`src/rtl/hm01b0_mcu_reader.sv`:
```
// Drains one 8-row stripe from an EBR buffer half and emits it as 8x8 MCUs.
// Optional: define HM01B0_MCU_READER_STALL_COUNT_EN to add o_stall_cycles.
module hm01b0_mcu_reader #(
  parameter int WIDTH_PIX = 320,
  parameter int NUM_EBR   = 5,
  parameter int EBR_SIZE  = 512,
  localparam int BLK_W    = $clog2(NUM_EBR),
  localparam int ADDR_W   = $clog2(EBR_SIZE),
  localparam int SLOT_W   = ADDR_W - 6
) (
  input  logic              i_clock,
  input  logic              i_reset,
  input  logic              i_stripe_start,
  input  logic              i_stripe_buffer,
  output logic [BLK_W-1:0]  o_ebr_block_select,
  output logic              o_ebr_buffer_select,
  output logic [ADDR_W-1:0] o_ebr_read_addr,
  output logic              o_ebr_rden,
  input  logic [7:0]        i_ebr_read_data,
  output logic [7:0]        o_pixel_out,
  output logic              o_pixel_valid,
  input  logic              i_pixel_ready,
  output logic              o_mcu_first,
  output logic              o_mcu_last,
  output logic              o_stripe_done,
  output logic              o_busy,
  output logic              o_overrun,
`ifdef HM01B0_MCU_READER_STALL_COUNT_EN
  output logic [15:0]       o_stall_cycles,
`endif
  output logic [1:0]        o_dbg_state
);

  localparam int NUM_MCU   = WIDTH_PIX / 8;
  localparam int LAST_BLK  = (NUM_MCU - 1) % NUM_EBR;
  localparam int LAST_SLOT = (NUM_MCU - 1) / NUM_EBR;

  typedef enum logic [1:0] {
    S_IDLE  = 2'd0,
    S_READ  = 2'd1,
    S_DRAIN = 2'd2
  } state_t;

  state_t r_state, w_state_nxt;

  logic [2:0]        r_px, r_py;
  logic [BLK_W-1:0]  r_blk, r_last_blk;
  logic [SLOT_W-1:0] r_slot;
  logic [ADDR_W-1:0] r_last_addr;
  logic              r_buf, r_inflight, r_tag_first, r_tag_last, r_overrun;
  logic [9:0]        r_fifo [2];
  logic              r_wptr, r_rptr;
  logic [1:0]        r_count;

  logic       w_rden, w_pop, w_push, w_at_end, w_done, w_accept, w_valid;
  logic [2:0] w_occ;
  logic [9:0] w_head;

  // Output handshake: a pixel transfers on a rising edge where o_pixel_valid
  // and i_pixel_ready are both high; while valid && !ready the head is frozen.
  assign w_valid  = (r_count != 2'd0);
  assign w_pop    = w_valid && i_pixel_ready;
  assign w_push   = r_inflight;
  // Credit the pop happening this cycle so a full-rate stream never bubbles.
  assign w_occ    = 3'({1'b0, r_count}) + 3'(r_inflight) - 3'(w_pop);
  assign w_at_end = (r_px == 3'd7) && (r_py == 3'd7) &&
                    (r_blk == BLK_W'(LAST_BLK)) && (r_slot == SLOT_W'(LAST_SLOT));
  assign w_done   = (r_state == S_DRAIN) && (r_count == 2'd0) && !r_inflight;
  assign w_accept = i_stripe_start && ((r_state == S_IDLE) || w_done);

  always_ff @(posedge i_clock or posedge i_reset) begin
    if (i_reset) r_state <= S_IDLE;
    else         r_state <= w_state_nxt;
  end

  always_comb begin
    w_state_nxt = r_state;
    w_rden      = 1'b0;
    case (r_state)
      S_IDLE:  if (w_accept) w_state_nxt = S_READ;
      S_READ: begin
        if (w_occ < 3'd2) begin
          w_rden = 1'b1;
          if (w_at_end) w_state_nxt = S_DRAIN;
        end
      end
      S_DRAIN: if (w_done) w_state_nxt = w_accept ? S_READ : S_IDLE;
      default: w_state_nxt = S_IDLE;
    endcase
  end

  // Ripple address counter px -> py -> block -> slot.
  always_ff @(posedge i_clock or posedge i_reset) begin
    if (i_reset) begin
      r_px        <= '0;
      r_py        <= '0;
      r_blk       <= '0;
      r_slot      <= '0;
      r_last_addr <= '0;
      r_last_blk  <= '0;
      r_buf       <= 1'b0;
      r_inflight  <= 1'b0;
      r_tag_first <= 1'b0;
      r_tag_last  <= 1'b0;
    end else begin
      r_inflight <= w_rden;
      if (w_accept) begin
        r_px   <= '0;
        r_py   <= '0;
        r_blk  <= '0;
        r_slot <= '0;
        r_buf  <= i_stripe_buffer;
      end else if (w_rden) begin
        r_last_addr <= {r_slot, r_py, r_px};
        r_last_blk  <= r_blk;
        r_tag_first <= (r_px == 3'd0) && (r_py == 3'd0);
        r_tag_last  <= (r_px == 3'd7) && (r_py == 3'd7);
        r_px        <= r_px + 3'd1;
        if (r_px == 3'd7) begin
          r_py <= r_py + 3'd1;
          if (r_py == 3'd7) begin
            if (r_blk == BLK_W'(NUM_EBR - 1)) begin
              r_blk  <= '0;
              r_slot <= r_slot + 1'b1;
            end else begin
              r_blk <= r_blk + 1'b1;
            end
          end
        end
      end
    end
  end

  always_ff @(posedge i_clock or posedge i_reset) begin
    if (i_reset) begin
      r_fifo[0] <= '0;
      r_fifo[1] <= '0;
      r_wptr    <= 1'b0;
      r_rptr    <= 1'b0;
      r_count   <= '0;
    end else begin
      if (w_push) begin
        r_fifo[r_wptr] <= {r_tag_first, r_tag_last, i_ebr_read_data};
        r_wptr         <= ~r_wptr;
      end
      if (w_pop) r_rptr <= ~r_rptr;
      r_count <= r_count + 2'(w_push) - 2'(w_pop);
    end
  end

  always_ff @(posedge i_clock or posedge i_reset) begin
    if (i_reset)                          r_overrun <= 1'b0;
    else if (i_stripe_start && !w_accept) r_overrun <= 1'b1;
  end

`ifdef HM01B0_MCU_READER_STALL_COUNT_EN
  logic [15:0] r_stall;
  always_ff @(posedge i_clock or posedge i_reset) begin
    if (i_reset)        r_stall <= '0;
    else if (w_accept)  r_stall <= '0;
    else if (w_valid && !i_pixel_ready && (r_stall != 16'hFFFF))
                        r_stall <= r_stall + 16'd1;
  end
  assign o_stall_cycles = r_stall;
`endif

  assign w_head              = r_fifo[r_rptr];
  assign o_pixel_out         = w_head[7:0];
  assign o_mcu_first         = w_valid && w_head[9];
  assign o_mcu_last          = w_valid && w_head[8];
  assign o_pixel_valid       = w_valid;
  assign o_ebr_rden          = w_rden;
  assign o_ebr_read_addr     = w_rden ? {r_slot, r_py, r_px} : r_last_addr;
  assign o_ebr_block_select  = w_rden ? r_blk : r_last_blk;
  assign o_ebr_buffer_select = r_buf;
  assign o_stripe_done       = w_done;
  assign o_busy              = (r_state != S_IDLE);
  assign o_overrun           = r_overrun;
  assign o_dbg_state         = r_state;

endmodule

```
`config.mk`:
```
export PLATFORM = sky130hd
export DESIGN_NAME = hm01b0_mcu_reader
export DESIGN_NICKNAME = d
export VERILOG_FILES = /design/src/rtl/hm01b0_mcu_reader.sv
export SDC_FILE = /design/constraint.sdc
export NUM_CORES = 1
export LEC_CHECK = 0
export CAP_MARGIN = 20
export CORE_ASPECT_RATIO = 0.6
export CORE_MARGIN = 3
export CORE_UTILIZATION = 53
export DETAILED_ROUTE_END_ITERATION = 10
export PLACE_DENSITY = 0.79
export SLEW_MARGIN = 20
export SYNTH_ARGS = -nofsm -noshare
export SYNTH_HDL_FRONTEND = slang
export SYNTH_SLANG_ARGS = --single-unit
```
`constraint.sdc`:
```
create_clock -name i_clock -period 3.4 [get_ports i_clock]
set_input_delay 0.34 -clock i_clock [delete_from_list [all_inputs] [get_ports i_clock]]
set_output_delay 0.34 -clock i_clock [all_outputs]
set_load 0.02 [all_outputs]
```
Word-level counts from Yosys, hierarchy flattened
Index checks and enable logic that the tools add are counted.
{ "classes": {"n_bitwise": 5, "reduce_logical": 30, "n_addsub": 8, "n_eq_ne": 10, "n_lt_le_gt_ge": 4, "muxes": 31} }
{ "op_table": {"columns": ["op", "n"], "rows": [
  ["$mux 3", 16],
  ["$mux 10", 4],
  ["$bwmux 20", 1],
  ["$add 3x1->3 const B", 4],
  ["$eq 3x3->1 const B", 4],
  ["$logic_and 1x1->1", 12],
  ["$reduce_bool 2->1", 6],
  ["$demux 10 s1", 1],
  ["$mux 9", 1],
  ["$mux 2", 4],
  ["$ne 2x2->1 const B", 4],
  ["$reduce_and 4->1", 2],
  ["$logic_not 3->1", 2],
  ["$pmux 2 s3", 1],
  ["$ge 2x2->1 const B", 2],
  ["$logic_not 2->1", 2],
  ["$not 1->2", 2],
  ["$reduce_and 2->1", 2],
  ["$add 2x1->3", 1],
  ["$lt 3x2->1 const B", 1],
  ["$mux 1", 3],
  ["$not 1->1", 3],
  ["$reduce_and 3->1", 1],
  ["$sub 3x1->3", 1],
  ["other kinds (7)", 8]
]} }
{ "word_totals": {"elab_cells": 105, "input_bits": 13, "out_inout_bits": 30, "register_bits": 55} }

Depth between registers and ports, before layout
Gate-level depths: netlist of run 1.
{ "logic_depth": {"ltp_word": 8, "depth_mapped": 12} }

Worst setup path after synthesis of run 1
Ideal clock, no wire load.
{ "synth_path": {"kind": "reg-to-output", "startpoint": "register r_count[1]", "endpoint": "output port o_ebr_read_addr[0]", "stages_incl_launch_ff": 13, "n_path_buf": 2, "setup_slack_ns": 0.338, "arrival_time_ns": 2.722, "cell_sequence": "dfrtp_1 -> nor2_1 -> nor2b_1 -> ha_1 -> inv_1 -> ha_1 -> inv_1 -> fa_1 -> buf_2 -> nand3b_4 -> nor2_2 -> buf_6 -> mux2_2"} }
{ "synth_between": {"elab_chain_cells": 7} }
{ "synth_lines": {"columns": ["item", "line_no", "text"], "rows": [
  ["start: declaration", "53", "logic [1:0] r_count;"],
  ["start signal: assignment", "147", "r_count <= r_count + 2'(w_push) - 2'(w_pop);"],
  ["$reduce_bool 2->1", "61", "assign w_valid = (r_count != 2'd0);"],
  ["$logic_and 1x1->1", "62", "assign w_pop = w_valid && i_pixel_ready;"],
  ["named net w_pop", "55", "logic w_rden, w_pop, w_push, w_at_end, w_done, w_accept, w_valid;"],
  ["$sub 3x1->3", "65", "assign w_occ = 3'({1'b0, r_count}) + 3'(r_inflight) - 3'(w_pop);"],
  ["$lt 3x2->1", "82", "if (w_occ < 3'd2) begin"],
  ["$mux 1", "82", null],
  ["$mux 1", "79", "case (r_state)"],
  ["named net o_ebr_rden", "18", "output logic o_ebr_rden,"],
  ["$mux 9", null, null],
  ["end: declaration", "17", "output logic [ADDR_W-1:0] o_ebr_read_addr,"]
]} }
The timed path passes the listed nets, and every way through them passes these cells.

Worst setup path after layout of run 1
{ "layout_path": {"startpoint": "input port i_pixel_ready", "endpoint": "output port o_ebr_read_addr[0]"} }
{ "layout_between": {"elab_chain_cells": 6} }
{ "layout_lines": {"columns": ["item", "line_no", "text"], "rows": [
  ["start: declaration", "22", "input logic i_pixel_ready,"],
  ["$logic_and 1x1->1", "62", null],
  ["named net w_pop", "55", null],
  ["$sub 3x1->3", "65", null],
  ["$lt 3x2->1", "82", null],
  ["$mux 1", "82", null],
  ["$mux 1", "79", null],
  ["$mux 9", null, null]
]} }
The timed path passes the listed nets, and every way through them passes these cells.

==> results of run 1 <==
flip-flops by register name, summed over array words and instances, names as in the netlist, 3 cells and up:
register / count
r_fifo: 20
r_last_addr: 9
r_slot: 3
r_px: 3
r_blk: 3
r_last_blk: 3
r_py: 3
how the worst min path moves through the flow:
stage	from	to	slack, ns	cells past startpoint
after floorplan	i_stripe_start	o_overrun	0.46	1
after global placement	o_overrun	o_overrun	0.44	1
after detailed placement	o_overrun	o_overrun	0.46	1
after CTS	i_reset	r_fifo[10]	0.49	2
after global routing	i_reset	r_last_addr[1]	0.51	2
final	i_reset	r_last_addr[0]	0.47	2
power by group through the flow:
stage,clock network (uW),registers (uW),logic [uW]
5_1_grt,404,1050,2050
3_3_place_gp,0,1010,1860
2_1_floorplan,0,976,1210
3_5_place_dp,0,1020,1890
4_1_cts,374,1020,1920
6_report,368,1020,1900
per-layer routing:
metal	GRT usage (%)	up-vias	routed length (um)
met3	3.790	5	230
met1	28.34	920	2690
met5	0	-	0
li1	-	887	-
met4	5.837	0	48
met2	31.11	45	2470
kinds of logic (layout without fill, tap and decap cells):
kind of cell / after synthesis / in the layout
multiplexers: 57 / 57
AO/OA/AOI/OAI: 25 / 25
flip-flops: 55 / 55
AND/OR/NAND/NOR: 38 / 38
buffers and inverters: 22 / 80
XOR/XNOR: 4 / 4
adder cells (fa/ha/maj): 13 / 13
cell type report:
type / count / area share, %
flip-flops and latches: 55 / 40.56
well taps: 63 / 2.323
multi-input cells: 137 / 38.05
clock inverters: 3 / 0.6637
inverters: 13 / 1.438
clock buffers: 5 / 2.028
repair buffers: 59 / 14.93
timing repair:
action,4_1_cts,5_1_grt
pin swaps,1,0
gates resized for setup,22,21
buffers inserted,1,0
setup endpoints to repair,13,13
cells in the final DEF, fill, tap and decap left out, drive strengths merged, types with 3 or more instances in the layout:
master,instances
mux2,55
dfrtp,55
o31ai,3
xor2,3
buf,17
ha,12
o21ai,7
o2bb2ai,3
clkdlybuf4s50,29
nor3,5
nand4,3
a31oi,3
nand2,4
nor2,6
inv,14
clkbuf,17
metrics by stage:
stage / hold slack [ns] / utilization (%) / worst slack (ns)
6_report: 0.4705 / 70.66 / 0.1634
5_1_grt: 0.5136 / 70.66 / 0.05053
4_1_cts: 0.4916 / 71.55 / 0.0006564
3_5_place_dp: 0.4640 / 69.36 / -0.3523
3_3_place_gp: 0.4450 / 69.36 / -0.2955
2_1_floorplan: 0.4569 / - / 0.3382
critical path: stages:
cell and delay, ns:
clkdlybuf4s50_1 0.46, nor2b_2 0.16, ha_1 0.24, inv_1 0.05
ha_1 0.13, inv_1 0.05, fa_2 0.56, nand3b_4 0.09
nor2_4 0.14, buf_12 0.16, mux2_2 0.35, clkbuf_2 0.16
==> metrics.txt, run 1 <==
status=complete, no violations; critical path type=primary input to primary output; Inst Count DP=326; Clock Latency Late Sink=0.31 ns; CTS Buffer Depth=2; # DRC=0; die width=99.25 um; crit path DAT=2.90 ns; switching pwr=1284 uW; Post-Route WL=5440 um; Initial Utilization=57.58%; Post-Syn Instances=214; # rows=19; Final GP Congestion=0.8086; synthesis warning total=0; max_slew headroom=30.74%; Critical Path Start Type=primary input; CTS Hold Buffers Added=0; Pre-antenna DRT Iters=5; synthesized flop and latch total=55; largest net degree at the start of global routing=37; H-tree Lvls=2; core area=4802 um^2; antenna viol nets, final=0; fin area=3393 um^2; Setup TNS=0 ns; Root Driver=clkbuf_8; Die ar.=6149 um^2; clock sink count=55; area of the multi-input gates=1291 um^2; leakage power=0.001587 uW; CTS Buf Count=5; GR Util All Layers=19.71%; Pint=2002 uW; Final Cycle Share=95.19%; Reg power frac=31.0%; io pins=43; Hold Crit Class=primary input to async pin; combinational power share=57.8%; n_diodes=0; Worst R2R End=r_last_addr[0]; FF+latch area=1376 um^2; total power=3286 uW; syn avg cell area=12.92 um^2; Finished Layout Cells=335; Buffers on Ports=42; switching share of power=39.06%; Data required, critical path=3.06 ns; top-count cell post-synth=dfrtp_1; number of flops mapped to enable cells by yosys=0; post-DP HPWL=4007 um; FFs w/ async S/R, synth=100.0%; initial antenna violation count=0; min cycle time layout=3.237 ns; worst vdd ir=0.5388 mV; mux cell area share after synthesis=23.12%; Max-cap violations=0; CTS tree=done; clock skew=0.008580 ns; Via density=5.543; FF-to-FF path depth=12; GRT overflow=0; crit path max fanout=16; crit end category=primary output; synth-to-layout area growth=22.71%; syn nets=240; initial DRC count=100; Worst Setup EP=o_ebr_read_addr[0]; Slew @ Worst Pin=1.037 ns; crit path from=i_pixel_ready; leading area contributor after synthesis=dfrtp_1; top cell type's share of synthesized area=49.77%; simple-gate share of the synthesized area=8.733%; vias after detailed routing=1,857; R2R Path Start=r_count[0]; Nets=297; Seq/Total Area, Yosys=49.77%; reg2reg setup slack=0.74 ns; Routed wire per std cell=16.24 um; Clock Power Share=11.2%; main combinational cell family by area after synthesis=multiplexers; final setup vio count=0; dpl cell area=3331 um^2; Die H=61.95 um; final hold vios=0; Slew Viols, Final=0; Filler Cell Count=332; f_max=309.0 MHz; Post-Synth Adder-Cell Area=6.154%; layout cells sized above 1=37.13%; top cells by count, synth=dfrtp_1 (55), mux2_2 (53), inv_1 (13), ha_1 (12), o21ai_0 (7); vias in the first global route=1,953; Synth area leaders=dfrtp_1 (50%), mux2_2 (22%), ha_1 (5.4%), inv_1 (1.8%), o21ai_0 (1.3%); complex-gate fraction of the synthesized area=6.516%; pwr dens=968.4 nW/um^2; Top FF cell, synth=dfrtp_1; Mapped Area=2765 um^2; post-synth cell types=46; XOR/XNOR Fraction of Synth Area=1.538%; RSZ-0062 raised after global routing=false; clk slew on worst S/H paths=0.10 ns; first-pass GRT wire length=9418 um
Note: power is estimated with default switching activity, not from simulation.
==> run 2, diff against run 1 <==
CTS_CLUSTER_DIAMETER = 150   (was default)
==> results of run 2 <==
The final DEF is identical to that of run 1; final timing and power are the same.
==> variant 1, RTL diff (settings of run 1) <==
Add a define of `HM01B0_MCU_READER_STALL_COUNT_EN`.
--- a/src/rtl/hm01b0_mcu_reader.sv
+++ b/src/rtl/hm01b0_mcu_reader.sv
@@ -1,5 +1,7 @@
 // Drains one 8-row stripe from an EBR buffer half and emits it as 8x8 MCUs.
 // Optional: define HM01B0_MCU_READER_STALL_COUNT_EN to add o_stall_cycles.
+`define HM01B0_MCU_READER_STALL_COUNT_EN
+
 module hm01b0_mcu_reader #(
   parameter int WIDTH_PIX = 320,
   parameter int NUM_EBR   = 5,
Formal check against the unedited RTL (old outputs only; new: o_stall_cycles): equivalent (Yosys induction, for registers that start in step).
==> variant 1 against run 1 <==
Routed wire length increased by 42%. Sequential cell count increased by 16. Total power increased by 8.6%. Worst setup slack improved by 0.078 ns. Cell count increased by 45%. Synthesized area increased by 24%. Worst hold slack got worse by 0.0018 ns. Cell area increased by 29%. Fmax increased by 2.5%. Global-route usage increased by 3.0 points.
==> variant 1: results (changes against run 1) <==
GRT
  – Pin count of the biggest net entering global routing: 42 (+14%)
  – Grt met1 use: 32.1% (+3.8 points)
  – First-pass GRT wire length: 12700 µm (+35%)
  – Total Routing Usage GR: 22.7% (+3.0 points)
  – Antenna violations before repair: 0 (unchanged)
  – Vias in the first global route: 2600 (+33%)
  – M3 GR Usage: 6.13% (+2.3 points)
  – Met2 Track Usage GR: 33.6% (+2.5 points)

Critical path
  – CP max FO: 16 (unchanged)
  – Crit-path slowest cell: clkdlybuf4s50_1
  – RR Startpoint: r_count[1]
  – R2r setup slk: 0.65 ns (-0.09 ns)
  – Crit path arrival time: 2.82 ns (-0.08 ns)
  – Worst Reg-to-Reg Cells: 14 (+2)
  – Critical R2R Capture: r_py[0]
  – Cell family with most CP delay: buffers and inverters
  – CP max stage delay: 0.47 ns (-0.09 ns)

Drt
  – Detailed route wirelength on metal2: 3540 µm (+43%)
  – Total Wirelength: 7720 µm (+42%)
  – Wire length on met1: 3650 µm (+36%)
  – First-pass iteration count of the detailed router: 4 (-1)
  – Routed wire length on met3: 482 µm (+110%)
  – Vias: 2728 (+47%)
  – Top Layer Used: met4
  – DRT iter0 DRCs: 120 (+20%)

Clocking
  – Htree depth: 3 (+1)
  – Later-pin clock latency in the skew report: 0.34 ns (+0.03 ns)
  – CTS root buffer: clkbuf_8
  – TritonCTS buffer count: 9 (+4)
  – Clock-pin slew on the worst setup and hold paths: 0.07 ns (-0.03 ns)
  – Setup Fix Bufs, Post-CTS: 0 (-1)

STA
  – Final Max Tran Viols: 0 (unchanged)
  – Worst-margin pin slew: 0.990 ns (-0.0467 ns)
  – Clock skew: 0.00978 ns (+0.00120 ns)
  – Min setup slack post-route: 0.242 ns (+0.0783 ns)

Pwr
  – Leak Pwr: 2.03 nW (+28%)
  – Psw: 0.00132 W (+2.6%)
  – Max VDD drop: 0.000445 V (-17%)

Hold path
  – Worst Hold End: o_overrun
  – Hold Crit Start: o_overrun
  – Worst min path class: flop to flop

Final layout
  – Ratio of cells with drive above 1 in the final layout: 22.2% (-15 points)
  – Largest register FFs: 20 (unchanged)
  – Fill cells: 426 (+28%)
  – Nets: 429 (+44%)
  – Top reg by flops: r_fifo

Place
  – GP Congestion: 0.800 (-1.0%)
  – Port bufs: 58 (+38%)
  – Area after DPL: 0.00422 mm² (+27%)
  – Detailed placement HPWL: 5650 µm (+41%)
  – Worst Setup Slack post-DPL: -0.229 ns (+0.123 ns)

Yosys
  – Netlist cell types: 46 (unchanged)
  – Register area share after synthesis: 51.9% (+2.1 points)
  – Area contributors post-synth: dfrtp_1, mux2_2, nand2_1
  – Ys Warns: 0 (unchanged)
  – Synth cell count leaders: dfrtp_1, nand2_1, mux2_2
  – Syn_nets: 350 (+46%)

Run status
  – Status: complete, no violations
-- variant 1: what timing repair did --
item,CTS,global route
endpoints found under the setup margin,13,13
hold buffers,0,0
endpoints found under the hold margin,0,0
gates cloned,0,0
resized for setup,14,33
-- variant 1: stage by stage --
stage,hold WS [ns],std cells
5_1_grt,0.495,486
2_1_floorplan,0.439,323
3_5_place_dp,0.460,471
3_3_place_gp,0.445,471
4_1_cts,0.473,486
6_report,0.469,486
-- variant 1: layout make-up --
cell class / count / area, µm² / share of cell area, %
timing repair buffer: 79 / 673 / 15.4
tap: 80 / 100 / 2.30
sequential: 71 / 1780 / 40.7
clock buffer: 11 / 151 / 3.47
inverter: 13 / 48.8 / 1.12
clock inverter: 4 / 45.0 / 1.03
multi-input combinational: 228 / 1570 / 35.9
-- variant 1: worst max path at each step --
stage             startpoint                    end  cells past startpoint
2_1_floorplan     r_count[1]  o_ebr_block_select[2]                     13
3_3_place_gp   i_pixel_ready     o_ebr_read_addr[4]                     12
3_5_place_dp   i_pixel_ready     o_ebr_read_addr[4]                     12
4_1_cts           r_count[1]     o_ebr_read_addr[4]                     12
5_1_grt           r_count[1]     o_ebr_read_addr[3]                     12
6_report       i_pixel_ready     o_ebr_read_addr[1]                     12
-- variant 1: cells by family after synthesis --
kind of cell | Yosys count | share of synthesized area [%]
compound gates | 60 | 11.1
xor+xnor | 4 | 1.02
fa+ha+maj | 14 | 5.34
buf+inv | 24 | 2.71
flops | 71 | 51.9
mux | 32 | 10.4
simple gates | 118 | 17.6
-- variant 1: power by group through the flow --
stage	logic (W)	clock network, W	registers [W]
floorplan	0.000934	0	0.00123
global placement	0.00166	0	0.00123
detailed placement	0.00170	0	0.00125
CTS	0.00168	0.000672	0.00123
global route	0.00185	0.000713	0.00127
finish	0.00168	0.000656	0.00124
==> variant 2, RTL diff (flow settings as in run 1) <==
Without the edit above. Register the output `o_dbg_state` once more, cleared by the reset; this adds one clock of latency there. The other outputs are not delayed to match.
--- a/src/rtl/hm01b0_mcu_reader.sv
+++ b/src/rtl/hm01b0_mcu_reader.sv
@@ -176,7 +176,13 @@
   assign o_stripe_done       = w_done;
   assign o_busy              = (r_state != S_IDLE);
   assign o_overrun           = r_overrun;
-  assign o_dbg_state         = r_state;
+  always_ff @(posedge i_clock or posedge i_reset) begin
+    if (i_reset) begin
+      o_dbg_state <= '0;
+    end else begin
+      o_dbg_state <= r_state;
+    end
+  end
 
 endmodule
 
Formal check against the unedited RTL: not equivalent (Yosys sat finds a counterexample within 4 cycles, from zero or initial values and one cycle with i_reset high).
==> variant 2 against run 1 <==
Sequential cell count rose by 2. Routed wire length rose by 8.9%. Utilization rose by 3.8 points. Cell area rose by 6.5%. Worst setup slack got worse by 0.12 ns. Synthesized area rose by 1.8%. Total power rose by 16%. Die area rose by 1.7%. Critical path type is now flop to output port.
==> variant 2: results (changes against run 1) <==
Run status
  – Status: complete, no violations

Critical path
  – CP max FO: 6 (-10)
  – CP Capture Point: o_ebr_read_addr[2]
  – R2r setup slk: 0.41 ns (-0.33 ns)

Pwr
  – Combinational power: 0.00204 W (+7%)
  – Max VDD drop: 0.000673 V (+25%)
  – Tot Pwr: 0.00381 W (+16%)
  – Pint: 0.00241 W (+20%)

Final layout
  – Fraction of area in registers: 39.5% (-1.1 points)
  – Clock Network Area Fraction: 6.34% (+3.6 points)
  – Multi-input gate area: 0.00129 mm² (-0.39%)
  – Ratio of cells with drive above 1 in the final layout: 39.2% (+2.1 points)
  – Nets: 309 (+4.0%)
  – Non-clock buffer share: 15.1% (+0.13 points)

Hold path
  – Worst min path class: flop to flop

Drt
  – First-pass iteration count of the detailed router: 4 (-1)
  – DRT iter0 DRCs: 138 (+38%)
  – Avg WL per Cell: 16.9 µm (+4.0%)

Clocking
  – Later-pin clock latency in the skew report: 0.34 ns (+0.03 ns)
  – Htree depth: 3 (+1)
  – TritonCTS buffer count: 9 (+4)
  – Clock-pin slew on the worst setup and hold paths: 0.06 ns (-0.04 ns)

GRT
  – M3 GR Usage: 7.92% (+4.1 points)
  – Pin count of the biggest net entering global routing: 58 (+57%)
  – Total Routing Usage GR: 20.6% (+0.88 points)
  – Met2 Track Usage GR: 29.3% (-1.8 points)

STA
  – Clock skew: 0.00854 ns (-0.0000381 ns)
  – Maximum clock rate: 297 MHz (-3.7%)
  – Worst-margin pin slew: 0.950 ns (-0.0870 ns)

Place
  – GP Congestion: 0.781 (-3.4%)
  – Area after DPL: 0.00336 mm² (+0.90%)

Yosys
  – Synth cell count leaders: dfrtp_1, mux2_2, inv_1
  – Syn_nets: 242 (+0.83%)
==> variant 2: per-stage QoR <==
step	utilization [%]	hold WS [ns]	setup WS (ns)	cells
after floorplan	-	0.349	0.339	216
after global placement	69.3	0.445	-0.272	327
after detailed placement	69.3	0.461	-0.336	327
after CTS	75.2	0.482	-0.0100	347
after global routing	74.5	0.501	-0.0754	351
final	74.5	0.473	0.0386	351
==> variant 2: logic make-up (layout without fill, tap and decap cells) <==
group / after synthesis / in the layout / synth area share, %
adders and majority gates: 13 / 13 / 6.04
xor gates and xnor gates: 4 / 4 / 1.51
muxes: 57 / 57 / 22.7
buffers and inverters: 22 / 94 / 4.09
and+or+nand+nor: 38 / 38 / 8.58
AOI/OAI and AO/OA: 25 / 25 / 6.40
DFF: 57 / 57 / 50.7
==> variant 2: repair_timing <==
| item | 4_1_cts | 5_1_grt |
|---|---|---|
| resized for setup | 37 | 15 |
| endpoints found under the hold margin | 0 | 0 |
| endpoints found under the setup margin | 13 | 12 |
| setup buffers | 3 | 3 |
| cloned | 1 | 1 |
